File: config.mk
export PLATFORM = sky130hd
export DESIGN_NAME = mmio_button_ctrl
export DESIGN_NICKNAME = d
export VERILOG_FILES = /design/src/rtl/mmio_button_ctrl.sv
export SDC_FILE = /design/constraint.sdc
export NUM_CORES = 1
export LEC_CHECK = 0
export ABC_AREA = 1
export CAP_MARGIN = 20
export CORE_UTILIZATION = 38
export CTS_CLUSTER_SIZE = 8
export DETAILED_ROUTE_END_ITERATION = 10
export GPL_TIMING_DRIVEN = 0
export PLACE_DENSITY = 0.91
export SYNTH_ARGS = -nofsm -noshare
export SYNTH_HDL_FRONTEND = slang
export SYNTH_SLANG_ARGS = --single-unit
File: constraint.sdc
create_clock -name clk -period 1.7 [get_ports clk]
set_input_delay 0.34 -clock clk [delete_from_list [all_inputs] [get_ports clk]]
set_output_delay 0.34 -clock clk [all_outputs]
set_load 0.02 [all_outputs]
File: src/rtl/mmio_button_ctrl.sv
// Memory-mapped button/switch input block: sync, debounce, sticky press events, W1C event register.
// Optional interrupt output and CTRL mask register are built when INPUT_IRQ_EN is defined.
module mmio_button_ctrl #(
  parameter int          N_BTN     = 4,
  parameter int          SW_W      = 2,
  parameter int          DEB_CYC   = 16,
  parameter logic [31:0] BASE_ADDR = 32'h0000_0400
) (
  input  logic              clk,
  input  logic              reset,
  input  logic [N_BTN-1:0]  btn_n,
  input  logic [SW_W-1:0]   sw,
  input  logic [31:0]       adr,
  input  logic              we,
  input  logic [31:0]       wdata,
  output logic              sel,
  output logic [31:0]       rdata
`ifdef INPUT_IRQ_EN
  ,
  output logic              irq
`endif
);

  localparam int             CW      = $clog2(DEB_CYC);
  localparam logic [CW-1:0]  CNT_MAX = CW'(DEB_CYC - 1);

  logic [N_BTN-1:0] btn_s1, btn_s2;
  logic [SW_W-1:0]  sw_s1, sw_s2;
  logic [N_BTN-1:0] db, db_next;
  logic [N_BTN-1:0] evt, evt_next;
  logic [N_BTN-1:0] miss, miss_next;
  logic [N_BTN-1:0] press;
  logic [N_BTN-1:0] clr_evt, clr_miss;
  logic [CW-1:0]    cnt      [N_BTN];
  logic [CW-1:0]    cnt_next [N_BTN];
  logic             wr_event;
  logic             unused_ok;

`ifdef INPUT_IRQ_EN
  logic [N_BTN-1:0] mask;
  logic             wr_ctrl;
  assign wr_ctrl = we & sel & (adr[3:2] == 2'd3);
`endif

  assign sel      = (adr[31:4] == BASE_ADDR[31:4]);
  assign wr_event = we & sel & (adr[3:2] == 2'd1);
  assign unused_ok = ^{adr[1:0], wdata};

  // Per-button debounce: a new level is accepted only after DEB_CYC disagreeing cycles.
  always_comb begin
    db_next = db;
    for (int i = 0; i < N_BTN; i++) begin
      cnt_next[i] = cnt[i];
      if (~btn_s2[i] == db[i]) begin
        cnt_next[i] = '0;
      end else if (cnt[i] == CNT_MAX) begin
        db_next[i]  = ~btn_s2[i];
        cnt_next[i] = '0;
      end else begin
        cnt_next[i] = cnt[i] + CW'(1);
      end
    end
  end

  always_comb begin
    press     = db_next & ~db;
    clr_evt   = wr_event ? wdata[N_BTN-1:0]  : '0;
    clr_miss  = wr_event ? wdata[16 +: N_BTN] : '0;
    // A press always wins over a same-cycle clear, and then does not count as missed.
    evt_next  = (evt & ~clr_evt) | press;
    miss_next = (miss & ~clr_miss) | (press & evt & ~clr_evt);
  end

  always_ff @(posedge clk) begin
    if (reset) begin
      btn_s1 <= '1;
      btn_s2 <= '1;
      sw_s1  <= '0;
      sw_s2  <= '0;
      db     <= '0;
      evt    <= '0;
      miss   <= '0;
      for (int i = 0; i < N_BTN; i++) cnt[i] <= '0;
`ifdef INPUT_IRQ_EN
      mask   <= '0;
      irq    <= 1'b0;
`endif
    end else begin
      btn_s1 <= btn_n;
      btn_s2 <= btn_s1;
      sw_s1  <= sw;
      sw_s2  <= sw_s1;
      db     <= db_next;
      evt    <= evt_next;
      miss   <= miss_next;
      for (int i = 0; i < N_BTN; i++) cnt[i] <= cnt_next[i];
`ifdef INPUT_IRQ_EN
      if (wr_ctrl) mask <= wdata[N_BTN-1:0];
      irq <= |(evt_next & mask);
`endif
    end
  end

  always_comb begin
    rdata = '0;
    if (sel) begin
      case (adr[3:2])
        2'd0: rdata[N_BTN-1:0] = db;
        2'd1: begin
          rdata[N_BTN-1:0]  = evt;
          rdata[16 +: N_BTN] = miss;
        end
        2'd2: rdata[SW_W-1:0] = sw_s2;
`ifdef INPUT_IRQ_EN
        2'd3: rdata[N_BTN-1:0] = mask;
`endif
        default: rdata = '0;
      endcase
    end
  end

endmodule

==> out/results.txt, run 1 <==
The average cell area after synthesis was 7.65 µm². The class of the tightest hold or removal check was reg -> reg. In this run, placement finished with an instance count of 393. The most congested layer reported by global routing was met2.

The analysis attributes to net switching a power of 0.436 mW. Of the total power, combinational logic draws 11.8%. The internal portion of the total power is 1.50 mW. Largest driver fanout on the critical path: 8. The clock transition at the register clock pins on the worst setup and hold paths after CTS is 70 ps, and the number of nets with antenna violations after detailed routing is 0. The routed design has 4040 µm of wire. Counting flops and latches in the post-synthesis netlist gives 40. The final reports fail on setup timing. The synthesis-to-layout area growth is 39.7%, and the routed via count divided by cell count is 4.14.

The worst path uses 101% of the clock period. Cells fill 55.6% of the core in the end. The number of clock sinks seen by CTS was 40; the wire length of the first global-routing pass was 6450 µm. The worst path required time came out at 1360 ps. Row generation in the floorplan step produced 25 rows. Summing all placed instances gives a cell area of 2620 µm². The run gives 1910 µm² as the netlist area before placement. The logs give 30.5% for the met2 track utilization from global routing and 0 for the total DRC errors in the routed layout.

For this run, the post-layout net count is 414. The worst path needs 1710 ps of the cycle, external delays included. The run gives 26 as the distinct cell type count after synthesis.

The run gives 0 as the initial antenna violation count. Global routing met3 resource utilization: 3.59%. The main combinational cell family by area after synthesis is simple AND/OR/NAND/NOR gates. The worst path setup slack after routing came out at -10.8 ps. TritonCTS built the clock tree.

After filler insertion, the fill cell instance count of the layout stands at 445. Before CTS, the worst setup slack after placement is -982 ps. Max-slew violation count: 0. The final setup violation count is 1, and the first-pass detailed-route iteration total is 4.

Latest clock arrival within the worst-skew pair: 290 ps. The run finished, with violations left. The clock network burns 38.8% of the power. The number of antenna diodes in the final layout is 0.

Hold repair after CTS inserted 0 buffers. The transition time of the tightest slew-check pin is 650 ps. The simple-gate share of the synthesized area is 30.1%, and the number of DRC markers after the initial detailed-route iteration is 49. Data arrives at the worst endpoint at 1370 ps. After detailed routing, the average wire length per cell comes to 9.98 µm. In the final layout, flip-flops and latches occupy 801 µm². The tools report the final-report hold violation count as 0. The critical path is of the in -> out type. CTS built an H-tree with a depth of 2. The run gives 0.723 as the routability congestion estimate.

Final hold analysis gives a worst-case slack of 410 ps. The share of total power consumed by net switching works out to 22.5%. The routed layout has 1676 vias. Total power density per cell area: 729 nW/µm². The tools report the buffer type at the clock tree root as clkbuf_8. Setup repair after global routing could not meet its margin everywhere.

Headroom to the max-slew limit came out at 56.5%. The tools report the sequential share of the synthesized area as 42.0%. The gate count after technology mapping came out at 249.

The number of buffers inserted by port buffering came out at 54. Summing all multi-input logic gate instances after layout gives 951 µm². The core area is 4790 µm².

The via count of the first global-routing pass is 1552. The pin count of the biggest net entering global routing came out at 14. The floorplan step set the die height to 72.8 µm.

The largest buffer count on any clock path is 2. The part of the total power dissipated in sequential elements came out at 49.4%. During I/O placement, the number of pins put on the boundary was 106. The post-synthesis mux area share came out at 0%.

The synthesized netlist devotes 3.68% of its cell area to XOR and XNOR gates. Global routing used 15.9% of the available tracks. The logs give 585 MHz for the maximum achievable frequency and 0 for the total grt overflow.

After the flow finishes, the layout carries non-filler instances totaling 405. The number of violations of the max-capacitance limit was 0; the post-layout total power was 1.94 mW. The clock arrives with 4.08 ps of skew. The worst setup path is launched from a primary input. The kind of capture point of the worst setup path is an output pin. Cells with a size suffix above 1 make up 29.0% of the layout.

In the final timing run, aggregate negative setup slack is -10.8 ps. The effective utilization at floorplan is 39.8%, and the final non-filler cell area is 2660 µm². IR analysis of the VDD net gives a maximum drop of 0.000529 V.

Summing the areas of all compound-gate instances in the mapped netlist gives 6.70% of the synthesized area. For this run, the number of Yosys warnings is 0. From left edge to right edge, the die measures 72.8 µm. The die covers 5300 µm². The number of buffers inserted during clock tree synthesis is 5, and the adder-cell share of the synthesized area is 2.63%. The static power due to leakage is 1.15 nW, and the HPWL after detailed placement is 3060 µm.

For met1 alone, demand over resource in global routing was 16.2%.
synth_stat cells:
cell type  instances  area [µm²]
nand2_2            1        6.26
or2_1              6        37.5
inv_4              1        6.26
nand2_1           40         150
ha_1               4        50.1
nor2_2             1        6.26
clkbuf_1           3        11.3
nand3_2            4        40.0
o211ai_1           2        15.0
nand3_1           14        70.1
dfxtp_1           40         801
or2_2              4        25.0
nor3b_2            1        12.5
inv_1             19        71.3
xor2_1             4        35.0
nor2_8             1        20.0
xnor2_1            4        35.0
a31oi_2            2        25.0
nor2_1            52         195
o21ai_1            1        5.00
a21oi_2            2        17.5
buf_4             24         180
nor3_1             2        10.0
inv_2              3        11.3
a21oi_1           13        65.1
conb_1             1        3.75
worst max-delay path, stage by stage:
cell and delay [ps]:
clkdlybuf4s15_1 170, nor2_1 80, nand2_1 50, nor2_1 120, nand2_2 100, nor2_8 150, inv_8 60, a31oi_4 160
buf_6 140
state kept, by name, indices dropped and copies added (netlist names):
name    count
btn_s1      4
sw_s2       2
sw_s1       2
db          4
cnt        16
miss        4
btn_s2      4
evt         4
layout make-up:
| class | count | share of cell area [%] |
|---|---|---|
| Sequential cell | 40 | 30.1 |
| Clock buffer | 5 | 2.59 |
| Timing Repair Buffer | 58 | 16.1 |
| Multi-Input combinational cell | 182 | 35.7 |
| Tap cell | 67 | 3.15 |
| Inverter | 23 | 3.53 |
| Clock inverter | 3 | 1.60 |
| Buffer | 27 | 7.19 |
power groups by stage:
stage	Clock [mW]	Combinational, mW	Sequential [mW]
global route	0.806	0.248	0.961
floorplan	0	0.133	0.979
global placement	0	0.245	0.981
CTS	0.772	0.226	0.960
detailed placement	0	0.249	0.981
finish	0.753	0.229	0.960
worst paths after layout:
path / startpoint / to / slack, ps / cells past startpoint
worst min register to register: btn_s1[0] / btn_s2[0] / 410 / 1
worst max-delay path: adr[4] / rdata[1] / -10 / 9
worst max register to register: cnt[2][0] / miss[2] / 250 / 8
worst min-delay path: btn_s1[0] / btn_s2[0] / 410 / 1
timing repair:
item / CTS / global route
pin swaps: 29 / 14
gates resized for setup: 127 / 17
endpoints found under the setup margin: 9 / 9
buffers inserted: 4 / 0
kinds of logic after synthesis:
kind of cell	Yosys count
AO/OA/AOI/OAI	20
XOR/XNOR	8
adder cells (fa/ha/maj)	4
buffers and inverters	50
flip-flops	40
other	1
AND/OR/NAND/NOR	126
metal layers:
layer	up-vias	part of all wire [%]
met5	-	0
met4	0	1.7
li1	900	-
met2	54	52
met3	10	5.5
met1	712	41
layout by cell type, fill, tap and decap left out, types with 5 or more instances in the layout:
cell type | Yosys | layout
or2_1 | 6 | 6
buf_2 | 0 | 21
clkbuf_8 | 0 | 5
a21oi_1 | 13 | 13
clkdlybuf4s50_1 | 0 | 15
inv_1 | 19 | 19
nand3_1 | 14 | 14
conb_1 | 1 | 24
nand2_1 | 40 | 37
clkbuf_2 | 0 | 6
buf_4 | 24 | 32
dfxtp_1 | 40 | 40
nor2_1 | 52 | 48
Power figures use the tool's default switching activity.
==> run 2: changes to the inputs <==
Settings changed: CTS_CLUSTER_SIZE 8 to 30.
==> results of run 2 <==
Same layout as run 1: the final DEF is identical, and so are final timing and power.
